`src/rtl/access_arbiter.sv`:
```
// Two-requester access arbiter: profile-ranked grants with bounded session
// length, a one-cycle release gap between grants and sticky timeout flags.
module access_arbiter #(
  parameter int SESSION_MAX = 16
) (
  input  logic       CLK,
  input  logic       RST,
  input  logic [2:0] PRF_A,
  input  logic       REQ_A,
  input  logic [2:0] PRF_B,
  input  logic       REQ_B,
  output logic       GNT_A,
  output logic       GNT_B,
  output logic       DENY_A,
  output logic       DENY_B,
  output logic       TOUT_A,
  output logic       TOUT_B,
  output logic       BUSY,
  output logic [2:0] OWNER_PRF,
  output logic [7:0] CNT,
  output logic [1:0] dbg_state
);

  // Handshake: REQ_x is a level request sampled every rising edge; GNT_x is
  // the registered answer and stays high until the owner drops REQ_x, loses
  // its permission, or the session reaches SESSION_MAX cycles.

  typedef enum logic [1:0] {
    IDLE    = 2'd0,
    GRANT_A = 2'd1,
    GRANT_B = 2'd2,
    RELEASE = 2'd3
  } state_t;

  localparam logic [7:0] CNT_MAX = 8'(SESSION_MAX);

  state_t state;
  logic   last_b;
  logic   perm_a, perm_b;
  logic   elig_a, elig_b;
  logic   pick_a;
  logic [1:0] rank_a, rank_b;

  function automatic logic permitted(input logic [2:0] code);
    return (code == 3'b101) || (code == 3'b011) || (code == 3'b001);
  endfunction

  function automatic logic [1:0] rank(input logic [2:0] code);
    case (code)
      3'b101:  return 2'd3;
      3'b011:  return 2'd2;
      3'b001:  return 2'd1;
      default: return 2'd0;
    endcase
  endfunction

  always_comb begin
    perm_a = permitted(PRF_A);
    perm_b = permitted(PRF_B);
    rank_a = rank(PRF_A);
    rank_b = rank(PRF_B);
    elig_a = REQ_A & perm_a & ~TOUT_A;
    elig_b = REQ_B & perm_b & ~TOUT_B;
    // Equal ranks go to the side that did not hold the previous grant.
    pick_a = elig_a & (~elig_b | (rank_a > rank_b) | ((rank_a == rank_b) & last_b));
  end

  assign dbg_state = state;

  always_ff @(posedge CLK) begin
    if (RST) begin
      state     <= IDLE;
      last_b    <= 1'b1;
      GNT_A     <= 1'b0;
      GNT_B     <= 1'b0;
      DENY_A    <= 1'b0;
      DENY_B    <= 1'b0;
      TOUT_A    <= 1'b0;
      TOUT_B    <= 1'b0;
      BUSY      <= 1'b0;
      OWNER_PRF <= 3'b000;
      CNT       <= 8'd0;
    end else begin
      DENY_A <= REQ_A & ~perm_a;
      DENY_B <= REQ_B & ~perm_b;
      if (!REQ_A) TOUT_A <= 1'b0;
      if (!REQ_B) TOUT_B <= 1'b0;

      case (state)
        IDLE: begin
          if (pick_a) begin
            state     <= GRANT_A;
            GNT_A     <= 1'b1;
            BUSY      <= 1'b1;
            CNT       <= 8'd1;
            OWNER_PRF <= PRF_A;
            last_b    <= 1'b0;
          end else if (elig_b) begin
            state     <= GRANT_B;
            GNT_B     <= 1'b1;
            BUSY      <= 1'b1;
            CNT       <= 8'd1;
            OWNER_PRF <= PRF_B;
            last_b    <= 1'b1;
          end
        end

        GRANT_A: begin
          if (!REQ_A || !perm_a || CNT == CNT_MAX) begin
            state     <= RELEASE;
            GNT_A     <= 1'b0;
            CNT       <= 8'd0;
            OWNER_PRF <= 3'b000;
            if (REQ_A && perm_a) TOUT_A <= 1'b1;
          end else begin
            CNT <= CNT + 8'd1;
          end
        end

        GRANT_B: begin
          if (!REQ_B || !perm_b || CNT == CNT_MAX) begin
            state     <= RELEASE;
            GNT_B     <= 1'b0;
            CNT       <= 8'd0;
            OWNER_PRF <= 3'b000;
            if (REQ_B && perm_b) TOUT_B <= 1'b1;
          end else begin
            CNT <= CNT + 8'd1;
          end
        end

        default: begin
          state <= IDLE;
          BUSY  <= 1'b0;
        end
      endcase
    end
  end

endmodule

```
`config.mk`:
```
export PLATFORM = sky130hd
export DESIGN_NAME = access_arbiter
export DESIGN_NICKNAME = d
export VERILOG_FILES = /design/src/rtl/access_arbiter.sv
export SDC_FILE = /design/constraint.sdc
export NUM_CORES = 1
export LEC_CHECK = 0
export ABC_AREA = 1
export BUFFER_PORTS_ARGS = -buffer_cell sky130_fd_sc_hd__buf_2
export CAP_MARGIN = 20
export CORE_MARGIN = 4
export CORE_UTILIZATION = 35
export DETAILED_ROUTE_END_ITERATION = 6
export PLACE_DENSITY = 0.55
export SETUP_SLACK_MARGIN = 0.3
export SLEW_MARGIN = 0
export SYNTH_ARGS = -nofsm -noshare
export SYNTH_HDL_FRONTEND = slang
export SYNTH_SLANG_ARGS = --single-unit
```
`constraint.sdc`:
```
create_clock -name CLK -period 3.32 [get_ports CLK]
set_input_delay 0.166 -clock CLK [delete_from_list [all_inputs] [get_ports CLK]]
set_output_delay 0.166 -clock CLK [all_outputs]
set_load 0.01 [all_outputs]
```
==> flow_metrics.py, run 1 <==
metrics = {
    "status": {
        "outcome": "finished, final reports clean",
    },
    "grt": {
        "grt_pass1_wl_um": 4960,
        "grt_max_degree": 13,
        "grt_usage": 0.140,
        "grt_pass1_vias": 1076,
        "antenna_found_initial": 0,
        "grt_remaining_overflow": 0,
    },
    "sta": {
        "hold_viol_final": 0,
        "setup_tns_ns": 0,
        "rsz0062_at_grt": "no",
        "maxSlewHeadroom": 0.758,
        "fin_skew_ns": 0.00552,
        "timing.final.crit_share": 0.499,
        "tightest_slew_ns": 0.362,
        "finalMaxSlewViolations": 0,
        "setup_viol": 0,
        "min_period_ns": 1.66,
        "fmax_mhz": 604,
    },
    "placed_design": {
        "dp_hpwl_um": 2390,
        "port_buffers": 29,
        "routabilityCongestion": 0.784,
    },
    "clocking": {
        "clockBufferDepth": 2,
        "post_cts_buffers": 0,
        "clk_pin_slew_ns": 0.08,
        "htree_levels": 1,
        "cts_tree": "yes",
        "cts_resized": 0,
        "cts_buffers": 3,
        "cts_root_buffer": "clkbuf_8",
        "clk_latency_ns": 0.27,
        "clock_sink_count": 21,
        "ctsHoldBuffers": 0,
    },
    "pwr": {
        "power.density_mw_per_mm2": 661,
        "comb_power_share": 0.479,
        "cellLeakagePower_nw": 0.772,
        "power_frac_clock": 0.170,
        "switchingPower_mw": 0.455,
        "p_int_mw": 0.567,
        "ir_drop_mv": 0.306,
        "p_seq_frac": 0.351,
        "p_sw_frac": 0.445,
        "power_mw": 1.02,
    },
    "critical_path": {
        "start_kind": "flip-flop",
        "path_buf_inv": 1,
        "crit_chain": "inv_1 > ha_1 > nand4_1 > nor2_1 > nor2_2 > o21ai_2 > nand2_2 > nor2_1",
        "worst-setup-path-type": "reg2reg",
        "r2r_slack_ns": 1.66,
        "worstPathArrival_ns": 1.87,
        "worst_setup_path_end_kind": "flip-flop",
        "cpMaxStageDelayCell": "dfxtp_1",
        "rr_worst_depth": 8,
        "reg2reg_from": "dbg_state[1]$_SDFFE_PP0P_",
        "slowest_delay_ns": 0.37,
        "r2r_end": "CNT[7]$_SDFFE_PP0P_",
        "cp.required_ns": 3.53,
        "cp_top_family": "simple AND/OR/NAND/NOR gates",
        "critical_path.most_common_cell": "nor2_1",
        "crit_path_max_fanout": 5,
    },
    "synthesis": {
        "yosysWarnings": 0,
        "avgSynthCellArea_um2": 6.77,
        "synth.distinct_cells": 28,
        "synth.net_count": 210,
        "ys_ff_latch": 21,
        "ys_seq_area_frac": 0.323,
        "syn_inst": 192,
        "synth_area_mm2": 0.00130,
    },
    "min_path": {
        "min_to": "dbg_state[1]$_SDFFE_PP0P_",
        "hp-start": "RST",
        "hold_path_class": "in2reg",
        "min_path_cells": 2,
    },
    "layout": {
        "antenna_cells": 0,
        "drive_above_1_share": 0.232,
        "final_nets": 243,
        "layout-area-overhead-vs-synth_pct": 18.9,
    },
    "drt": {
        "vias_per_cell": 4.59,
        "drt_iter0_drc": 69,
        "drc": 0,
        "ant_nets": 0,
        "wl_um": 2980,
        "drtPass1Iterations": 4,
        "wl_per_cell_um": 11.0,
        "dr_total_vias": 1239,
    },
    "floorplan": {
        "die-area_mm2": 0.00475,
        "die_x_um": 68.9,
        "num_rows": 21,
        "die-height_um": 68.9,
        "initial_core_util": 0.375,
        "ioPinCount": 30,
        "coreArea_mm2": 0.00347,
    },
    "job": {
        "maxCapViolations": 0,
    },
}
## metrics by stage
step	hold slack [ns]	utilization	cells	cell area [um^2]	worst slack, ns
final	0.151	0.446	270	1550	1.66
after global routing	0.174	0.446	270	1550	1.50
after CTS	0.153	0.446	270	1550	1.66
after detailed placement	0.441	0.432	266	1500	1.57
after global placement	0.440	0.432	266	1500	1.61
after floorplan	0.235	-	192	1300	1.86
## power groups by stage
stage | clock network, mW | logic [mW] | registers [mW]
4_1_cts | 0.179 | 0.494 | 0.360
6_report | 0.174 | 0.489 | 0.359
3_5_place_dp | 0 | 0.492 | 0.366
2_1_floorplan | 0 | 0.327 | 0.384
5_1_grt | 0.189 | 0.562 | 0.369
3_3_place_gp | 0 | 0.492 | 0.368
## placed cells by master, fill, tap and decap left out, drive strengths merged
cell type / count
nand4: 2
inv: 29
o21a: 1
o21ai: 11
o21bai: 1
xor2: 1
clkinv: 2
nand3b: 1
nand3: 14
a21boi: 1
clkbuf: 3
o22ai: 2
o211ai: 1
dfxtp: 21
nand2: 52
nor2: 31
buf: 29
a21oi: 13
and2: 1
ha: 8
## cell type report
type,count,area [um^2]
clock buffer,3,41.3
clock inverter,1,5.00
fill,412,1920
inverter,30,115
multi-input combinational,140,761
sequential,21,420
tap,46,57.6
timing repair buffer,29,145
## flip-flops by register name, indices dropped and copies added, names as in the netlist
| register | count |
|---|---|
| TOUT_A | 1 |
| dbg_state | 2 |
| GNT_B | 1 |
| CNT | 8 |
| OWNER_PRF | 3 |
| TOUT_B | 1 |
| DENY_A | 1 |
| DENY_B | 1 |
| last_b | 1 |
| GNT_A | 1 |
| BUSY | 1 |
## synth_stat cells, drive strengths merged
cell    number  share of area
inv         29          0.086
xor2         1         0.0067
nand4        2         0.0096
nor2        31           0.11
o211ai       1         0.0058
o21bai       1         0.0058
o21ai       11          0.045
and2         1         0.0048
o22ai        2         0.0096
clkinv       1         0.0029
clkbuf       1         0.0029
ha           8          0.077
nand2       52           0.16
nand3       14          0.065
a21oi       13          0.067
a21boi       1         0.0058
dfxtp       21           0.32
o21a         1         0.0058
nand3b       1         0.0058
## cells by family (layout without fill, tap and decap cells)
kind of cell    Yosys count  after routing  synth area share
compound gates           30             30             0.145
simple gates            101            101             0.356
xor+xnor                  1              1           0.00674
flops                    21             21             0.323
fa+ha+maj                 8              8            0.0770
buf+inv                  31             63            0.0914
## per-layer routing
layer | track usage | part of all wire | up-vias
li1 | - | - | 673
met1 | 0.203 | 0.52 | 534
met2 | 0.204 | 0.41 | 28
met3 | 0.0162 | 0.047 | 4
met4 | 0.0657 | 0.017 | 0
met5 | 0 | 0 | -
## worst max path at each step
stage / startpoint / to / slack (ns) / depth (start not counted)
finish: dbg_state[1]$_SDFFE_PP0P_ / CNT[7]$_SDFFE_PP0P_ / 1.66 / 8
global route: dbg_state[1]$_SDFFE_PP0P_ / CNT[7]$_SDFFE_PP0P_ / 1.50 / 8
CTS: dbg_state[1]$_SDFFE_PP0P_ / CNT[4]$_SDFFE_PP0P_ / 1.66 / 8
detailed placement: PRF_B[1] / GNT_A$_SDFFE_PP0P_ / 1.57 / 12
global placement: PRF_B[1] / GNT_B$_SDFFE_PP0P_ / 1.61 / 12
floorplan: PRF_B[0] / GNT_B$_SDFFE_PP0P_ / 1.86 / 12
## worst reg2reg max path, cell delays in order (launching register included)
cell     delay (ns)
dfxtp_1        0.37
inv_1          0.10
ha_1           0.18
nand4_1        0.20
nor2_1         0.26
nor2_2         0.11
o21ai_2        0.15
nand2_2        0.11
nor2_1         0.12
No activity file was read; power rests on OpenSTA's default activity.
==> run 2, diff against run 1 <==
--- a/config.mk
+++ b/config.mk
@@ -11,7 +11,7 @@
 export CORE_MARGIN = 4
 export CORE_UTILIZATION = 35
 export DETAILED_ROUTE_END_ITERATION = 6
-export PLACE_DENSITY = 0.55
+export PLACE_DENSITY = 0.57
 export SETUP_SLACK_MARGIN = 0.3
 export SLEW_MARGIN = 0
 export SYNTH_ARGS = -nofsm -noshare
==> constraint.sdc (replaced) <==
create_clock -name CLK -period 1.5 [get_ports CLK]
set_input_delay 0.075 -clock CLK [delete_from_list [all_inputs] [get_ports CLK]]
set_output_delay 0.075 -clock CLK [all_outputs]
set_load 0.01 [all_outputs]
==> run 2 against run 1 <==
Net effect:
- largest cell class unchanged
- largest power group unchanged
- sequential power increased by 130%
- setup slack got worse by 1.6 ns
- sequential cell count unchanged
- core utilization increased by 10 points
- non-clock buffer count increased by 25
- global-route usage increased by 1.3 points
- critical path type unchanged
- first-iteration DRC count decreased by 32%
==> flow_metrics.py, run 2 (same netlist as run 1, synthesis figures left out) <==
metrics = {
    "status": {
        "outcome": "finished, final reports clean",
    },
    "sta": {
        "min_period_ns": 1.46,
        "hold_viol_final": 0,
        "timing.final.crit_share": 0.974,
        "finalMaxSlewViolations": 0,
        "rsz0062_at_grt": "yes",
        "fmax_mhz": 684,
        "post-route-worst-setup-slack_ns": 0.0389,
        "tightest_slew_ns": 0.391,
        "setup_viol": 0,
        "fin_skew_ns": 0.00420,
        "whs_ns": 0.0617,
        "maxSlewHeadroom": 0.739,
    },
    "grt": {
        "grt_usage": 0.153,
        "grt_max_degree": 12,
        "grt_pass1_wl_um": 5440,
        "antenna_found_initial": 0,
        "grt_remaining_overflow": 0,
        "grt_pass1_vias": 1212,
    },
    "clocking": {
        "ctsHoldBuffers": 0,
        "clk_latency_ns": 0.26,
        "cts_buffers": 3,
        "cts_root_buffer": "clkbuf_8",
        "cts_tree": "yes",
        "clockBufferDepth": 2,
        "htree_levels": 1,
        "clock_sink_count": 21,
        "clk_pin_slew_ns": 0.07,
    },
    "critical_path": {
        "critical_path.most_common_cell": "nor2_4",
        "crit_chain": "inv_4 > ha_4 > nand2_4 > nor2_4 > nor2_2 > nor2_4 > o21ai_2 > nand2_2 > a21oi_2",
        "rr_worst_depth": 9,
        "cpMaxStageDelayCell": "dfxtp_4",
        "worst_setup_path_end_kind": "flip-flop",
        "slowest_delay_ns": 0.36,
        "start_kind": "flip-flop",
        "crit_path_max_fanout": 5,
        "worstPathArrival_ns": 1.61,
        "cp.required_ns": 1.65,
        "worst-setup-path-type": "reg2reg",
    },
    "floorplan": {
        "die_x_um": 68.9,
        "num_rows": 21,
        "coreArea_mm2": 0.00347,
        "die-area_mm2": 0.00475,
        "ioPinCount": 30,
        "die-height_um": 68.9,
        "initial_core_util": 0.375,
    },
    "layout": {
        "largest_reg_flops": 8,
        "layout-area-overhead-vs-synth_pct": 46.1,
        "top_register": "CNT",
        "final_nets": 268,
        "mostFrequentLayoutCell": "nand2_1",
        "antenna_cells": 0,
        "mostFrequentLayoutCells": "nand2_1 (45), buf_2 (29), buf_4 (23)",
        "fin_cells": 295,
        "drive_above_1_share": 0.430,
        "utilization": 0.548,
    },
    "drt": {
        "vias_per_cell": 4.61,
        "ant_nets": 0,
        "wl_per_cell_um": 11.2,
        "dr_total_vias": 1361,
        "drc": 0,
        "drtPass1Iterations": 4,
        "drt_iter0_drc": 47,
        "wl_um": 3310,
    },
    "placed_design": {
        "port_buffers": 29,
        "dp.cells": 274,
        "dp_hpwl_um": 2460,
        "pre_cts_slack_ns": -0.00623,
        "routabilityCongestion": 0.834,
    },
    "min_path": {
        "hold_path_class": "in2reg",
        "min_path_cells": 2,
    },
    "job": {
        "maxCapViolations": 0,
    },
    "pwr": {
        "power_mw": 2.74,
        "ir_drop_mv": 1.08,
        "power.density_mw_per_mm2": 1440,
        "cellLeakagePower_nw": 0.912,
    },
}
==> run 2: cell types whose count changed in the layout (fill, tap and decap cells not counted), moves of 5 or more <==
cell     delta
o21ai_1     +5
o21ai_0     -5
dfxtp_1     -6
inv_1       -9
nor2_1      -6
buf_4      +23
==> run 2: timing repair <==
item / 4_1_cts / 5_1_grt
gates cloned: 0 / 0
endpoints found under the setup margin: 17 / 19
pin swaps: 11 / 7
gates resized for setup: 15 / 13
buffers inserted: 14 / 3
==> run 2: power by group <==
group | switching (mW) | leakage [nW] | internal (mW) | total [mW]
Combinational | 0.893 | 0.714 | 0.662 | 1.55
Clock | 0.176 | 0.0228 | 0.189 | 0.365
Sequential | 0.108 | 0.175 | 0.715 | 0.822
==> run 2: worst max-delay path, delay by kind of cell (launching register included) <==
| family | cells | cell delay (ns) |
|---|---|---|
| fa+ha+maj | 1 | 0.14 |
| compound gates | 2 | 0.14 |
| simple gates | 5 | 0.66 |
| flops | 1 | 0.36 |
| buf+inv | 1 | 0.06 |
==> run 2: cell type report <==
cell class	instances	area [um^2]
multi-input cells	140	887
repair buffers	54	340
fillers	343	1570
inverters	30	131
flip-flops and latches	21	438
clock buffers	4	45.0
well taps	46	57.6
==> run 2: worst paths after layout <==
path	slack, ns	from	to
setup / recovery	0.04	CNT[1]$_SDFFE_PP0P_	CNT[4]$_SDFFE_PP0P_
hold / removal	0.06	RST	dbg_state[0]$_SDFFE_PP0P_
setup reg to reg	0.04	CNT[1]$_SDFFE_PP0P_	CNT[4]$_SDFFE_PP0P_
hold reg to reg	0.46	BUSY$_SDFFE_PP0P_	BUSY$_SDFFE_PP0P_
==> run 2: metrics by stage <==
| stage | area (um^2) | TNS [ns] |
|---|---|---|
| after global routing | 1900 | -0.337 |
| after global placement | 1630 | 0 |
| after detailed placement | 1630 | -0.00623 |
| after CTS | 1820 | 0 |
| after floorplan | 1370 | 0 |
| final | 1900 | 0 |
==> run 2: metal layers <==
metal  up-vias  global-route usage  routed length [um]
li1        727                   -                   -
met1       609               0.212                1670
met2        20               0.235                1440
met3         5              0.0454                 170
met4         0              0.0292                  25
met5         -                   0                   0
